$ cat src/rtl/pe_column_normalizer.sv
// pe_column_normalizer: resolves 48-bit PE column sums into K-bit radix digits and flushes the residual carry
module pe_column_normalizer #(
    parameter int K = 17,
    parameter int NW = 15,
    localparam int CW = 49 - K,
    localparam int F = (CW + K - 1) / K,
    localparam int IW = $clog2(NW + F)
) (
    input  logic          clk,
    input  logic          rst_n,
    input  logic          in_valid,
    output logic          in_ready,
    input  logic [47:0]   in_s,
    input  logic          in_last,
    output logic          out_valid,
    input  logic          out_ready,
    output logic [K-1:0]  out_digit,
    output logic [IW-1:0] out_idx,
    output logic          out_last,
    output logic          frame_err
);
    localparam int FW = $clog2(F);

    typedef enum logic {RUN, FLUSH} state_t;

    state_t        state, state_nx;
    logic [CW-1:0] carry;
    logic [IW-1:0] idx;
    logic [FW-1:0] fcnt;
    logic [48:0]   acc;
    logic          free, take, emit, at_end, fdone;

    assign free   = !out_valid || out_ready;
    assign take   = in_valid && in_ready;
    assign emit   = (state == FLUSH) && free;
    assign acc    = 49'(in_s) + 49'(carry);
    assign at_end = idx == IW'(NW - 1);
    assign fdone  = fcnt == FW'(F - 1);

    // state register
    always_ff @(posedge clk or negedge rst_n) begin
        if (!rst_n) state <= RUN;
        else state <= state_nx;
    end

    // leave RUN on the frame's final (or overrunning) column, return after the last flush digit
    always_comb begin
        state_nx = (take && (in_last || at_end)) ? FLUSH : (emit && fdone) ? RUN : state;
    end

    // columns are only taken in RUN and only when the output register can be refilled
    always_comb begin
        in_ready = (state == RUN) && free;
    end

    // digit register, running carry, column/flush counters and sticky framing error
    always_ff @(posedge clk or negedge rst_n) begin
        if (!rst_n) begin
            carry     <= '0;
            idx       <= '0;
            fcnt      <= '0;
            out_valid <= 1'b0;
            out_digit <= '0;
            out_idx   <= '0;
            out_last  <= 1'b0;
            frame_err <= 1'b0;
        end else begin
            if (take) begin
                out_digit <= acc[K-1:0];
                carry     <= acc[48:K];
                out_idx   <= idx;
                out_last  <= 1'b0;
                idx       <= idx + IW'(1);
                fcnt      <= '0;
                if (in_last != at_end) frame_err <= 1'b1;
            end else if (emit) begin
                out_digit <= carry[K-1:0];
                carry     <= fdone ? '0 : carry >> K;
                out_idx   <= IW'(NW) + IW'(fcnt);
                out_last  <= fdone;
                fcnt      <= fcnt + FW'(1);
                if (fdone) idx <= '0;
            end
            out_valid <= take || emit || (out_valid && !out_ready);
        end
    end
endmodule

$ cat config.mk
export PLATFORM = sky130hd
export DESIGN_NAME = pe_column_normalizer
export DESIGN_NICKNAME = d
export VERILOG_FILES = /design/src/rtl/pe_column_normalizer.sv
export SDC_FILE = /design/constraint.sdc
export NUM_CORES = 1
export LEC_CHECK = 0
export CAP_MARGIN = 0
export CORE_ASPECT_RATIO = 1.25
export CORE_MARGIN = 2
export CORE_UTILIZATION = 40
export DETAILED_ROUTE_END_ITERATION = 10
export PLACE_DENSITY = 0.69
export SYNTH_ARGS = -nofsm -noshare
export SYNTH_HDL_FRONTEND = slang
export SYNTH_SLANG_ARGS = --single-unit
$ cat constraint.sdc
create_clock -name clk -period 2.3 [get_ports clk]
set_input_delay 0.345 -clock clk [delete_from_list [all_inputs] [get_ports clk]]
set_output_delay 0.345 -clock clk [all_outputs]
set_load 0.005 [all_outputs]
==> flow_summary.ini <==
[placed_design]
pre_cts_ws_ns = -0.6899
place_hpwl_um = 13160
io_buffers = 78
gp_congestion = 1.011

[timing]
period_needed_ns = 2.533
rsz0062_at_grt = yes
finalHoldViolCount = 0
holdWs_ns = 0.02317
setup_ws_ns = -0.2332
fmax_mhz = 394.8
finClkSkew_ns = 0.005706
min_period_over_period_pct = 110.1
tns_ns = -3.569
maxSlewViolCount = 0
setup_viol = 33
max_slew_margin_pct = 45.86
worstMarginPinSlew_ns = 0.8092

[routing]
vias = 5487
ant_nets = 0
firstDrtPassIters = 8
routed_wl_um = 19040
wl_per_cell_um = 20.04
drt_iter0_markers = 357
vias_per_cell = 5.776
drc = 0

[grt]
antenna_found_initial = 0
grt_pass1_wl_um = 27900
grt_usage_pct = 27.78
overflow = 0
first_global_vias = 5428
grt_max_degree = 65

[die]
core_um2 = 11670
rows = 44
io_pins = 79
die_w_um = 102.0
die-height_um = 126.6
dieArea_um2 = 12910
start_util_pct = 41.18

[logic_synthesis]
synth-edff-count = 0
netlist_area_um2 = 4806
synth_cell_types = 52
yosys-top-cells-count = dfrtp_1, a21oi_1, nand2_1
synthTopCellsByArea = dfrtp_1, ha_1, a21oi_1
synth_top_family_by_area = compound AO/OA/AOI/OAI gates
synth_top_area_share_pct = 33.32
synth_xor_area_share_pct = 8.019
yosysWarningCount = 0
seq_area_frac_synth_pct = 33.32
synth.most_common_cell = dfrtp_1
syn_inst = 568
post_synth.cell_area_avg_um2 = 8.461
yosys.area.top_type = dfrtp_1
synth-simple-area-share_pct = 15.73
ys_ff_latch = 64
async_reset_ff_share_pct = 100.0
synth_compound_area_share_pct = 27.60
synth_flop_cell = dfrtp_1
synth_fa_ha_area_share_pct = 9.529
muxShareOfSynthArea_pct = 2.083
syn-num-nets = 657

[clock_tree]
cts_made_buffers = 9
clkSinkCount = 64
clockRootBuffer = clkbuf_16
clkLatencyLatePin_ns = 0.33
ctsHoldBuffers = 0
cts_tree = yes
clk_pin_slew_worst_paths_ns = 0.06
clockBufferDepth = 2
h-tree-depth = 3

[layout]
areaGrowthSynthToFinish_pct = 64.98
diodes = 0
fin_nets = 873
nFillCells = 892
drive_gt1_share_pct = 35.99

[setup_path]
path_cells = clkdlybuf4s50_1 > ha_4 > a21oi_2 > buf_4 > nor2_1 > nor2_1 > o211ai_1 > a31oi_1 > buf_4 > o221ai_1 > xnor2_1 > o32ai_1
end_kind = flip-flop
crit_cells = 12
cp.arrival_ns = 2.74
reg2regPathDepth = 12
startpoint = in_s[10]
crit_end = carry[12]$_DFFE_PN0N_
critical_path_class = in -> reg
path_max_fanout = 5
cp_top_family = compound AO/OA/AOI/OAI gates
slowest_stage = clkdlybuf4s50_1
r2r_end = carry[1]$_DFFE_PN0N_
max_stage_delay_ns = 0.50
critPathLaunchType = input port
cp.required_ns = 2.51
path_buf_inv = 3
r2r_slack_ns = -0.22
regToRegStartpoint = carry[1]$_DFFE_PN0N_

[power_and_ir_drop]
power.density_nw_per_um2 = 1414
peakVddDrop_mv = 0.5401
p_leak_nw = 3.379

[status]
failed_checks = setup timing
outcome = finished, violations left

[job]
maxCapViolCount = 0

[min_path]
min_path_type = in -> async
[worst reg2reg max path: cells and delay by family, from the launching register on]
family          cells  cell delay [ns]
flops               1             0.39
fa+ha+maj           1             0.42
xor+xnor            1             0.20
compound gates      6             0.81
buf+inv             4             0.57
[logic make-up (layout without fill, tap and decap cells)]
group / count (synthesis) / after routing
AOI/OAI and AO/OA: 206 / 206
and+or+nand+nor: 163 / 163
DFF: 64 / 64
buffers and inverters: 45 / 266
xor gates and xnor gates: 44 / 44
adders and majority gates: 36 / 36
muxes: 10 / 10
[sequential cells by signal (all words and copies together) (netlist names)]
signal and count:
out_idx 5, frame_err 1, state 1, fcnt 1, idx 5, carry 32, out_valid 1, out_last 1
out_digit 17
[where the power goes]
part	switching, mW	internal (mW)
registers	0.601	1.67
logic	3.65	3.82
clock network	0.521	0.950
[area by class of cell]
class | count | area (um^2) | area share (%)
Sequential cell | 64 | 1613 | 20.34
Inverter | 16 | 60.06 | 0.7575
Tap cell | 161 | 201.4 | 2.541
Multi-Input combinational cell | 459 | 3701 | 46.68
Timing Repair Buffer | 234 | 2039 | 25.72
Clock buffer | 11 | 232.7 | 2.935
Clock inverter | 5 | 81.33 | 1.026
[metal layers]
metal,part of all wire (%),global-route usage (%)
met1,38,33.17
met2,49,47.14
met3,6.2,4.463
met4,7.3,15.06
met5,0,0
[layout by cell type, fill, tap and decap left out, types with 6 or more instances in the layout]
master           instances
a211oi_1                 7
a21o_1                  13
and2_1                   6
xnor2_1                 26
nand3_1                 28
nand4_1                  9
dlygate4sd2_1            6
clkbuf_16                9
ha_4                    21
dfrtp_1                 55
buf_4                  145
buf_6                    6
xor2_1                  10
o21ai_1                 20
dfrtp_2                  9
o21ai_2                  7
o22ai_1                 11
a31oi_1                  7
ha_1                    12
nand2_1                 49
a21oi_1                 36
inv_1                   16
mux2i_1                 10
nand2_2                  6
nor2_1                  24
a21oi_2                 21
nor3_1                   7
o21ai_0                 23
dlymetal6s2s_1           6
xnor2_2                  7
clkdlybuf4s50_1         65
a22oi_1                 13
[repair_timing]
item / 4_1_cts / 5_1_grt
resized for setup: 57 / 85
pin swaps: 44 / 37
buffers inserted: 10 / 8
endpoints found under the setup margin: 35 / 36
[worst min-delay path by stage]
stage	start	cells after the start	slack, ns	end
6_report	rst_n	2	0.02	out_digit[8]$_DFFE_PN0N_
5_1_grt	rst_n	2	0.04	out_digit[8]$_DFFE_PN0N_
4_1_cts	rst_n	2	0.05	out_digit[3]$_DFFE_PN0N_
3_5_place_dp	rst_n	2	0.39	out_digit[10]$_DFFE_PN0N_
3_3_place_gp	rst_n	2	0.39	out_digit[9]$_DFFE_PN0N_
2_1_floorplan	rst_n	0	0.05	carry[0]$_DFFE_PN0N_
[through the flow]
step                cell area (um^2)  std cells  power, mW  utilization (%)
floorplan                       4826        568      5.129                -
global placement                6775        916      8.072            58.05
detailed placement              6775        916      8.221            58.05
CTS                             7478        942      10.32            64.08
global route                    7929        950      11.82            67.94
finish                          7929        950      11.21            67.94
Note: power is estimated with default switching activity, not from simulation.
==> RTL change (same flow settings) <==
Reset style: synchronous (`rst_n`), changed in 2 clocked blocks.
--- a/src/rtl/pe_column_normalizer.sv
+++ b/src/rtl/pe_column_normalizer.sv
@@ -39,5 +39,5 @@
 
     // state register
-    always_ff @(posedge clk or negedge rst_n) begin
+    always_ff @(posedge clk) begin
         if (!rst_n) state <= RUN;
         else state <= state_nx;
@@ -55,5 +55,5 @@
 
     // digit register, running carry, column/flush counters and sticky framing error
-    always_ff @(posedge clk or negedge rst_n) begin
+    always_ff @(posedge clk) begin
         if (!rst_n) begin
             carry     <= '0;
Formal check against the unedited RTL: differs if rst_n is asserted again (counterexample within 4 cycles, from zero or initial values and one cycle with rst_n low); with rst_n held inactive, the same outputs for 4 cycles.
==> RTL change against the unedited design <==
The run still ends with negative setup slack left; wire length fell by 5.5%; sequential share of layout area fell by 3.5 points; final cell count rose by 0.21%; area after synthesis fell by 3.7%; sequential cell count did not move; final area fell by 2.2%; setup slack got worse by 130 ps; largest cell class unchanged; non-clock buffer count rose by 5; register-to-register slack got worse by 150 ps.
Power is not compared: it rests on default switching activity, and its combinational part moved more than twofold at a synthesized area within 25%.
==> RTL change: results (changes against the unedited design) <==
<table>
<tr><th>Metric</th><th>Value</th></tr>
<tr><th colspan="2">Synthesis</th></tr>
<tr><td>Ys async rst share</td><td>0% (-100 points)</td></tr>
<tr><td>Share of synthesized area occupied by flip-flops and latches</td><td>27.7% (-5.6 points)</td></tr>
<tr><td>Number of distinct standard cells referenced by the synthesized netlist</td><td>58 (+12%)</td></tr>
<tr><td>Net count after synthesis</td><td>684 (+4.1%)</td></tr>
<tr><td>Synth area leaders</td><td>sky130_fd_sc_hd__dfxtp_1 (28%), sky130_fd_sc_hd__ha_1 (9.5%), sky130_fd_sc_hd__a21oi_1 (8.4%)</td></tr>
<tr><td>Ys flop type</td><td>sky130_fd_sc_hd__dfxtp_1</td></tr>
<tr><th colspan="2">Placed design</th></tr>
<tr><td>Instance area after placement</td><td>6740 um2 (-0.48%)</td></tr>
<tr><td>DP HPWL</td><td>13300 um (+0.90%)</td></tr>
<tr><td>Routability congestion estimate</td><td>0.945 (-6.5%)</td></tr>
<tr><th colspan="2">Setup path</th></tr>
<tr><td>Critical-path cell with the highest stage delay</td><td>sky130_fd_sc_hd__a311oi_1</td></tr>
<tr><td>CP max stage delay</td><td>420 ps (-80 ps)</td></tr>
<tr><th colspan="2">Final layout</th></tr>
<tr><td># fillers</td><td>878 (-1.6%)</td></tr>
<tr><td>Net count reported at finish</td><td>901 (+3.2%)</td></tr>
<tr><th colspan="2">Clock tree</th></tr>
<tr><td>Post CTS Setup Buffer Count</td><td>11 (+1)</td></tr>
<tr><td>Cells resized by post-CTS repair</td><td>115 (+100%)</td></tr>
<tr><th colspan="2">Timing</th></tr>
<tr><td>Setup WS post-layout</td><td>-367 ps (-134 ps)</td></tr>
<tr><td>Relative max-transition margin</td><td>59.5% (+14 points)</td></tr>
<tr><td>Number of endpoints failing setup at the final stage</td><td>32 (-3.0%)</td></tr>
<tr><th colspan="2">Detailed routing</th></tr>
<tr><td>Number of design-rule violations left by the first detailed-router iteration</td><td>271 (-24%)</td></tr>
<tr><td>Total wirelength of the detailed-routed design</td><td>18000 um (-5.5%)</td></tr>
<tr><th colspan="2">Status</th></tr>
<tr><td>Status</td><td>finished, violations left</td></tr>
<tr><td>Failing checks</td><td>negative setup slack</td></tr>
<tr><th colspan="2">GRT</th></tr>
<tr><td>Maximum number of pins on one net before global-route repair</td><td>27 (-58%)</td></tr>
<tr><td>Global-route wire length before repair</td><td>28300 um (+1.3%)</td></tr>
<tr><td>Overall routing resource usage</td><td>28.5% (+0.76 points)</td></tr>
</table>
RTL change: tightest hold or removal path: cells and delay by family, from the launching register on:
family / cells / cell delay, ps
DFF: 1 / 310
AOI/OAI and AO/OA: 1 / 50
and+or+nand+nor: 1 / 50
RTL change: path summary, 6_finish.rpt:
path                                 start         end  cells after the start
worst max-delay path              carry[0]    carry[1]                     11
worst min-delay path            out_idx[4]  out_idx[4]                      2
worst max register to register    carry[0]    carry[1]                     11
worst min register to register  out_idx[4]  out_idx[4]                      2
RTL change: kinds of logic (layout without fill, tap and decap cells):
kind of cell             Yosys count  in the layout  share of synthesized area (%)
AO/OA/AOI/OAI                    222            222                           30.9
buffers and inverters             40            262                           3.38
flip-flops                        64             64                           27.7
adder cells (fa/ha/maj)           36             36                           9.89
XOR/XNOR                          43             43                           8.14
multiplexers                       1              1                          0.243
AND/OR/NAND/NOR                  189            189                           19.8
RTL change: cell type report:
cell class / instances / area [um2] / area share (%)
Inverter: 7 / 26.3 / 0.339
Multi-Input combinational cell: 491 / 3920 / 50.5
Timing Repair Buffer: 239 / 2040 / 26.3
Clock inverter: 7 / 71.3 / 0.920
Sequential cell: 64 / 1300 / 16.8
Tap cell: 135 / 169 / 2.18
Clock buffer: 9 / 225 / 2.91
RTL change: metrics by stage:
stage                     setup TNS [ps]  power [mW]  hold slack, ps  instances  setup slack (ps)
after floorplan                    -2750        2.09             437        595              -239
after global placement            -27800        2.88             447        924              -843
after detailed placement          -29380        2.91             451        924              -899
after CTS                          -5170        4.45             459        950              -286
after global routing               -9970        4.80             497        952              -414
final                              -7370        4.58             459        952              -367
RTL change: routing by layer:
metal,wire [um],GRT usage [%]
met4,983,15.6
met3,819,3.93
met1,7110,32.9
met5,0,0
met2,9080,49.9
